**config.mk**
```make
export PLATFORM = sky130hd
export DESIGN_NAME = uart_mem_loader_flat
export DESIGN_NICKNAME = d
export VERILOG_FILES = /design/src/rtl/uart_mem_loader_pkg.sv /design/src/rtl/uart_mem_loader_if.sv /design/src/rtl/uart_rx_core.sv /design/src/rtl/uart_mem_loader.sv /design/src/flat_wrapper.sv
export SDC_FILE = /design/constraint.sdc
export NUM_CORES = 1
export LEC_CHECK = 0
export ABC_AREA = 0
export CAP_MARGIN = 20
export CORE_ASPECT_RATIO = 0.5
export CORE_MARGIN = 1
export CORE_UTILIZATION = 52
export DETAILED_ROUTE_END_ITERATION = 10
export PLACE_DENSITY = 0.8
export RECOVER_POWER = 100
export SLEW_MARGIN = 20
export SYNTH_ARGS = -nofsm -noshare
export SYNTH_HDL_FRONTEND = slang
export SYNTH_SLANG_ARGS = --single-unit
```
**constraint.sdc**
```tcl
create_clock -name clk -period 2.2 [get_ports clk]
set_input_delay 0.55 -clock clk [delete_from_list [all_inputs] [get_ports clk]]
set_output_delay 0.55 -clock clk [all_outputs]
set_load 0.1 [all_outputs]
```
**src/rtl/uart_mem_loader_pkg.sv**
```systemverilog
// Shared types and constants for the UART memory loader and the memory write decode.
package uart_mem_loader_pkg;

    typedef enum logic [1:0] {
        RX_IDLE,
        RX_START,
        RX_DATA,
        RX_STOP
    } rx_state_e;

    localparam logic [1:0] MW_DWORD = 2'b11;
    localparam logic [1:0] MW_NONE  = 2'b00;

    // First byte of a dword lands in the most significant lane.
    function automatic int lane_lsb(input logic [2:0] lane);
        return (7 - int'(lane)) * 8;
    endfunction

endpackage

```
**src/rtl/uart_mem_loader_if.sv**
```systemverilog
// Memory write port driven by the loader while the CPU is held.
interface uart_mem_loader_if #(
    parameter int N = 64
);
    // memwrite qualifies dataadr/writedata for exactly one cycle per dword;
    // the memory has no backpressure, so there is no ready.
    logic [N-1:0] dataadr;
    logic [N-1:0] writedata;
    logic [1:0]   memwrite;

    modport master (
        output dataadr,
        output writedata,
        output memwrite
    );

    modport slave (
        input dataadr,
        input writedata,
        input memwrite
    );
endinterface

```
**src/rtl/uart_rx_core.sv**
```systemverilog
// 8N1 UART receiver: rx synchronizer, baud counter and RX FSM.
// Emits one-cycle valid / frame-error pulses after the stop-bit sample.
module uart_rx_core
    import uart_mem_loader_pkg::*;
#(
    parameter int CLKS_PER_BIT = 868
) (
    input  logic      clk,
    input  logic      rst_n,
    input  logic      en,
    input  logic      rx,
    output logic [7:0] rx_byte,
    output logic      rx_valid,
    output logic      rx_ferr,
    output rx_state_e state
);

    localparam int CW = $clog2(CLKS_PER_BIT);
    localparam logic [CW-1:0] HALF_M1 = CW'(CLKS_PER_BIT / 2 - 1);
    localparam logic [CW-1:0] FULL_M1 = CW'(CLKS_PER_BIT - 1);

    logic      rx_s1_q, rx_s1_d;
    logic      rx_s2_q, rx_s2_d;
    rx_state_e state_q, state_d;
    logic [CW-1:0] cnt_q, cnt_d;
    logic [2:0] bit_q, bit_d;
    logic [7:0] shift_q, shift_d;
    logic [7:0] byte_q, byte_d;
    logic      valid_q, valid_d;
    logic      ferr_q, ferr_d;

    always_comb begin
        rx_s1_d = rx;
        rx_s2_d = rx_s1_q;
        state_d = state_q;
        cnt_d   = cnt_q;
        bit_d   = bit_q;
        shift_d = shift_q;
        byte_d  = byte_q;
        valid_d = 1'b0;
        ferr_d  = 1'b0;

        // Disabling mid-frame simply abandons the frame.
        if (!en) begin
            state_d = RX_IDLE;
            cnt_d   = '0;
        end else begin
            case (state_q)
                RX_IDLE: begin
                    cnt_d = '0;
                    if (!rx_s2_q) state_d = RX_START;
                end
                RX_START: begin
                    if (cnt_q == HALF_M1) begin
                        cnt_d   = '0;
                        bit_d   = '0;
                        state_d = rx_s2_q ? RX_IDLE : RX_DATA;
                    end else begin
                        cnt_d = cnt_q + 1'b1;
                    end
                end
                RX_DATA: begin
                    if (cnt_q == FULL_M1) begin
                        cnt_d   = '0;
                        shift_d = {rx_s2_q, shift_q[7:1]};
                        if (bit_q == 3'd7) state_d = RX_STOP;
                        else               bit_d   = bit_q + 1'b1;
                    end else begin
                        cnt_d = cnt_q + 1'b1;
                    end
                end
                RX_STOP: begin
                    if (cnt_q == FULL_M1) begin
                        cnt_d   = '0;
                        state_d = RX_IDLE;
                        if (rx_s2_q) begin
                            byte_d  = shift_q;
                            valid_d = 1'b1;
                        end else begin
                            ferr_d = 1'b1;
                        end
                    end else begin
                        cnt_d = cnt_q + 1'b1;
                    end
                end
                default: state_d = RX_IDLE;
            endcase
        end
    end

    always_ff @(posedge clk or negedge rst_n) begin
        if (!rst_n) begin
            rx_s1_q <= 1'b1;
            rx_s2_q <= 1'b1;
            state_q <= RX_IDLE;
            cnt_q   <= '0;
            bit_q   <= '0;
            shift_q <= '0;
            byte_q  <= '0;
            valid_q <= 1'b0;
            ferr_q  <= 1'b0;
        end else begin
            rx_s1_q <= rx_s1_d;
            rx_s2_q <= rx_s2_d;
            state_q <= state_d;
            cnt_q   <= cnt_d;
            bit_q   <= bit_d;
            shift_q <= shift_d;
            byte_q  <= byte_d;
            valid_q <= valid_d;
            ferr_q  <= ferr_d;
        end
    end

    assign rx_byte  = byte_q;
    assign rx_valid = valid_q;
    assign rx_ferr  = ferr_q;
    assign state    = state_q;

endmodule

```
**src/rtl/uart_mem_loader.sv**
```systemverilog
// Loads a memory image received over UART: packs 8 bytes per dword (first byte
// in the top lane) and writes L consecutive dwords while holding the CPU.
module uart_mem_loader
    import uart_mem_loader_pkg::*;
#(
    parameter int N            = 64,
    parameter int L            = 128,
    parameter int CLKS_PER_BIT = 868
) (
    input  logic              clk,
    input  logic              rst_n,
    input  logic              load_en,
    input  logic              rx,
    uart_mem_loader_if.master mem,
    output logic              cpu_hold,
    output logic              done,
    output logic              frame_err,
    output logic [7:0]        rx_data,
    output logic [15:0]       byte_cnt,
    output rx_state_e         dbg_rx_state
);

    localparam int WI = (L > 1) ? $clog2(L) : 1;

    logic [7:0] core_byte;
    logic       core_valid;
    logic       core_ferr;

    logic          load_en_q, load_en_d;
    logic [WI-1:0] wr_idx_q, wr_idx_d;
    logic [2:0]    lane_q, lane_d;
    logic [N-1:0]  pack_q, pack_d;
    logic [N-1:0]  dataadr_q, dataadr_d;
    logic [N-1:0]  writedata_q, writedata_d;
    logic [1:0]    memwrite_q, memwrite_d;
    logic          done_q, done_d;
    logic          frame_err_q, frame_err_d;
    logic          cpu_hold_q, cpu_hold_d;
    logic [7:0]    rx_data_q, rx_data_d;
    logic [15:0]   byte_cnt_q, byte_cnt_d;
    logic          load_rise;

    uart_rx_core #(
        .CLKS_PER_BIT(CLKS_PER_BIT)
    ) u_rx (
        .clk     (clk),
        .rst_n   (rst_n),
        .en      (load_en & ~done_q),
        .rx      (rx),
        .rx_byte (core_byte),
        .rx_valid(core_valid),
        .rx_ferr (core_ferr),
        .state   (dbg_rx_state)
    );

    assign load_rise = load_en & ~load_en_q;

    always_comb begin
        load_en_d   = load_en;
        wr_idx_d    = wr_idx_q;
        lane_d      = lane_q;
        pack_d      = pack_q;
        dataadr_d   = dataadr_q;
        writedata_d = writedata_q;
        memwrite_d  = MW_NONE;
        done_d      = done_q;
        frame_err_d = frame_err_q;
        rx_data_d   = rx_data_q;
        byte_cnt_d  = byte_cnt_q;

        // A new load session restarts at dword 0; the last write stays visible.
        if (load_rise) begin
            wr_idx_d    = '0;
            lane_d      = '0;
            pack_d      = '0;
            byte_cnt_d  = '0;
            done_d      = 1'b0;
            frame_err_d = 1'b0;
        end else if (load_en) begin
            if (core_ferr) frame_err_d = 1'b1;
            if (core_valid) begin
                rx_data_d  = core_byte;
                byte_cnt_d = byte_cnt_q + 1'b1;
                if (lane_q == 3'd7) begin
                    writedata_d = {pack_q[N-1:8], core_byte};
                    dataadr_d   = N'({wr_idx_q, 3'b000});
                    memwrite_d  = MW_DWORD;
                    wr_idx_d    = wr_idx_q + 1'b1;
                    lane_d      = '0;
                    pack_d      = '0;
                    if (wr_idx_q == WI'(L - 1)) done_d = 1'b1;
                end else begin
                    pack_d[lane_lsb(lane_q) +: 8] = core_byte;
                    lane_d = lane_q + 1'b1;
                end
            end
        end else begin
            // Abort drops any partially packed dword.
            lane_d = '0;
            pack_d = '0;
        end

        cpu_hold_d = load_en & ~done_d;
    end

    always_ff @(posedge clk or negedge rst_n) begin
        if (!rst_n) begin
            load_en_q   <= 1'b0;
            wr_idx_q    <= '0;
            lane_q      <= '0;
            pack_q      <= '0;
            dataadr_q   <= '0;
            writedata_q <= '0;
            memwrite_q  <= MW_NONE;
            done_q      <= 1'b0;
            frame_err_q <= 1'b0;
            cpu_hold_q  <= 1'b0;
            rx_data_q   <= '0;
            byte_cnt_q  <= '0;
        end else begin
            load_en_q   <= load_en_d;
            wr_idx_q    <= wr_idx_d;
            lane_q      <= lane_d;
            pack_q      <= pack_d;
            dataadr_q   <= dataadr_d;
            writedata_q <= writedata_d;
            memwrite_q  <= memwrite_d;
            done_q      <= done_d;
            frame_err_q <= frame_err_d;
            cpu_hold_q  <= cpu_hold_d;
            rx_data_q   <= rx_data_d;
            byte_cnt_q  <= byte_cnt_d;
        end
    end

    assign mem.dataadr   = dataadr_q;
    assign mem.writedata = writedata_q;
    assign mem.memwrite  = memwrite_q;
    assign cpu_hold      = cpu_hold_q;
    assign done          = done_q;
    assign frame_err     = frame_err_q;
    assign rx_data       = rx_data_q;
    assign byte_cnt      = byte_cnt_q;

endmodule

```
**src/flat_wrapper.sv**
```systemverilog
// flat-port wrapper written by rule: the top's interface ports become plain ports
module uart_mem_loader_flat import uart_mem_loader_pkg::*;
#(
    parameter int N            = 64,
    parameter int L            = 128,
    parameter int CLKS_PER_BIT = 868
)
  (clk, rst_n, load_en, rx, cpu_hold, done, frame_err, rx_data, byte_cnt, dbg_rx_state, mem_dataadr, mem_writedata, mem_memwrite);
  uart_mem_loader_if #(.N(N)) mem_i ();
  input  logic clk;
  input  logic rst_n;
  input  logic load_en;
  input  logic rx;
  output logic cpu_hold;
  output logic done;
  output logic frame_err;
  output logic [7:0] rx_data;
  output logic [15:0] byte_cnt;
  output rx_state_e dbg_rx_state;
  output wire logic [$bits(mem_i.dataadr)-1:0] mem_dataadr;
  output wire logic [$bits(mem_i.writedata)-1:0] mem_writedata;
  output wire logic [$bits(mem_i.memwrite)-1:0] mem_memwrite;
  assign mem_dataadr = mem_i.dataadr;
  assign mem_writedata = mem_i.writedata;
  assign mem_memwrite = mem_i.memwrite;
  uart_mem_loader #(.N(N), .L(L), .CLKS_PER_BIT(CLKS_PER_BIT)) u_core (.clk(clk), .rst_n(rst_n), .load_en(load_en), .rx(rx), .mem(mem_i), .cpu_hold(cpu_hold), .done(done), .frame_err(frame_err), .rx_data(rx_data), .byte_cnt(byte_cnt), .dbg_rx_state(dbg_rx_state));
endmodule
```
==> results.sh <==
export IMPL_tns_ns=0
export IMPL_pre_cts_ws_ns=-0.219
export IMPL_start_util_pct=53.3
export IMPL_syn_inst=741
export IMPL_die_area_um2=17400
export IMPL_antenna_cells=0
export IMPL_r2r_start="u_core.lane_q[0]"
export IMPL_root_buffer="clkbuf_16"
export IMPL_drt_vias_per_instance=5.39
export IMPL_crit_type="input pin to flop"
export IMPL_p_clk_share_pct=41.2
export IMPL_synth_seq_cells=201
export IMPL_drive_gt1_share_pct=29.5
export IMPL_area_growth_pct=15.3
export IMPL_period_share_pct=95.5
export IMPL_drc=0
export IMPL_gr_total_overflow=0
export IMPL_syn_area_per_cell_um2=11.8
export IMPL_layout_min_cycle_time_ns=2.10
export IMPL_top_layer="met4"
export IMPL_htreeDepth=1
export IMPL_powerDensity_nw_per_um2=741
export IMPL_rsz0062_at_grt="no"
export IMPL_ys_async_sr_fraction_pct=100
export IMPL_avgRoutedWirePerCell_um=16.3
export IMPL_antenna_found_initial=0
export IMPL_final_util_pct=61.4
export IMPL_hold_viol_final=0
export IMPL_timing_final_ws_setup_ns=0.0995
export IMPL_yosysWarnings=0
export IMPL_grt_pass1_vias=5629
export IMPL_outcome="complete, but fails checks"
export IMPL_vias=5992
export IMPL_met2_wirelength_um=8340
export IMPL_clk_path_buf_depth=3
export IMPL_grt_total_usage_pct=21.6
export IMPL_ant_nets=0
export IMPL_max_freq_mhz=476
export IMPL_max_slew_margin_pct=-0.517
export IMPL_firstDrtPassIters=4
export IMPL_internal_power_w=0.00553
export IMPL_worstSetupEndpointType="flop"
export IMPL_synth_ff_type="dfrtp_1"
export IMPL_finalMaxSlewViolations=56
export IMPL_pwr_share_comb_pct=8.8
export IMPL_worstPathArrival_ns=2.48
export IMPL_max_cap_violations=1
export IMPL_gp_congestion=0.851
export IMPL_io_pins=163
export IMPL_clock_latency_ns=0.49
export IMPL_peakVddDrop_mv=0.456
export IMPL_final_nets=892
export IMPL_tightest_slew_ns=1.51
export IMPL_drt_iter0_drc=416
export IMPL_failed_checks="max-capacitance violations, max-slew violations"
export IMPL_rows=33
export IMPL_hold_buffers=0
export IMPL_hold_start="u_core.u_rx.rx_s1_q"
export IMPL_finalSetupViolations=0
export IMPL_cp_start_kind="input pin"
export IMPL_core_area_um2=16400
export IMPL_die_y_um=93.8
export IMPL_grt_pass1_wl_um=29400
export IMPL_power_switching_w=0.00195
export IMPL_required_ns=2.58
export IMPL_power_leakage_nw=5.08
export IMPL_cp_max_fo=40
export IMPL_skew_ns=0.0220
export IMPL_startpoint="load_en"
export IMPL_route_met3_wl_um=961
export IMPL_grt_start_max_net_pins=60
export IMPL_yosysSeqAreaShare_pct=57.4
export IMPL_dieWidth_um=186
export IMPL_hold_class="flop to flop"
export IMPL_yosysUniqueCellTypes=55
export IMPL_cts_made_buffers=19
export IMPL_port_buffers=105
export IMPL_path_clk_slew_ns=0.06
export IMPL_syn_area_um2=8760
export IMPL_drt_met1_wl_um=8590
export IMPL_synth_edf_count=0
export IMPL_wl_um=18100
export IMPL_dpl_hpwl_um=12500
export IMPL_cts_sinks=201
export IMPL_cts_tree="done"
export IMPL_netSwitchingFraction_pct=26.1
export IMPL_seqPwrFrac_pct=49.9
==> cell type report <==
cell class | count | area (um^2)
inverter | 11 | 41.3
clock buffer | 26 | 522
clock inverter | 3 | 43.8
tap | 227 | 284
timing repair buffer | 141 | 817
sequential | 201 | 5040
fill | 1396 | 6340
multi-input combinational | 502 | 3350
==> through the flow <==
stage	cell area, um^2	total power, W	hold WS (ns)	std cells
after floorplan	8980	0.00441	0.254	797
after detailed placement	9860	0.00448	0.353	1082
after global routing	10100	0.00775	0.365	1111
final	10100	0.00748	0.364	1111
after global placement	9860	0.00447	0.346	1082
after CTS	10400	0.00756	0.0463	1111
==> registers in the layout, summed over array words and instances (netlist names), 2 cells and up <==
register              cells
u_core.u_rx.rx_byte       8
u_core.u_rx.shift_q       8
u_core.byte_cnt          16
u_core.lane_q             3
u_core.wr_idx_q           7
u_core.u_rx.cnt_q        10
u_core.mem.dataadr        7
u_core.pack_q            56
u_core.rx_data            8
u_core.u_rx.state         2
u_core.u_rx.bit_q         3
u_core.mem.writedata     64
==> worst paths after layout <==
path / to / slack, ns / cells after the start
worst min-delay path: u_core.u_rx.rx_s2_q / 0.36 / 0
max in group asynchronous: u_core.mem.writedata[13] / 0.50 / 2
worst min register to register: u_core.u_rx.rx_s2_q / 0.36 / 0
worst max-delay path: u_core.mem.writedata[15] / 0.1 / 5
worst max register to register: u_core.pack_q[50] / 0.14 / 6
min in group asynchronous: u_core.pack_q[29] / 0.43 / 1
==> Yosys cell counts (all sizes together) (8+ instances only) <==
master / number / area share (%)
buf: 68 / 5.5
nand2: 89 / 3.8
nor3: 8 / 0.46
nand3: 22 / 1.3
o21ai: 56 / 3.2
a22o: 17 / 1.7
inv: 11 / 0.47
ha: 12 / 1.7
nand2b: 9 / 0.64
dfrtp: 199 / 57
clkbuf: 15 / 0.76
and2: 8 / 0.57
nor2: 25 / 1.1
a21oi: 8 / 0.46
mux2: 88 / 11
nor2b: 13 / 0.93
==> cell families after synthesis <==
kind of cell | count (synthesis) | share of synthesized area [%]
multiplexers | 91 | 11.7
XOR/XNOR | 11 | 1.10
AND/OR/NAND/NOR | 215 | 12.6
AO/OA/AOI/OAI | 116 | 8.70
adder cells (fa/ha/maj) | 12 | 1.71
buffers and inverters | 94 | 6.77
other | 1 | 0.0428
flip-flops | 201 | 57.4
==> layer usage <==
| metal | vias to the layer above | track usage (%) |
|---|---|---|
| met5 | - | 0 |
| met4 | 0 | 4.78 |
| met3 | 28 | 3.57 |
| met2 | 182 | 33.4 |
| met1 | 3024 | 31.9 |
| li1 | 2758 | - |
==> power by group through the flow <==
stage                     Clock, W  Combinational, W  Sequential, W
after floorplan                  0          0.000556        0.00386
after CTS                  0.00315          0.000677        0.00373
after detailed placement         0          0.000676        0.00380
after global placement           0          0.000672        0.00380
final                      0.00309          0.000662        0.00374
after global routing       0.00332          0.000694        0.00373
==> critical path, cell delays in order <==
cell and delay [ns]:
dlygate4sd3_1 0.69, nand3_1 0.19, nor2_4 0.15, buf_4 0.46
mux2_2 0.40
==> cell usage in the layout, fill, tap and decap left out, types with 8 or more instances in the layout <==
cell,instances
nor3_1,8
mux2_2,88
buf_4,20
a21oi_1,8
ha_1,12
conb_1,57
nor2_1,24
nand2b_1,9
dfrtp_2,8
o21ai_0,55
clkbuf_16,19
inv_1,11
a22o_1,17
nand3_1,22
clkbuf_1,12
nand2_1,89
dfrtp_1,191
nor2b_1,13
clkbuf_2,108
==> repair_timing <==
item | 4_1_cts | 5_1_grt
hold endpoints to repair | 0 | 0
endpoints found under the setup margin | 0 | 1
resized for setup | 0 | 1
setup buffers | 0 | 0
No activity file was read; power rests on OpenSTA's default activity.
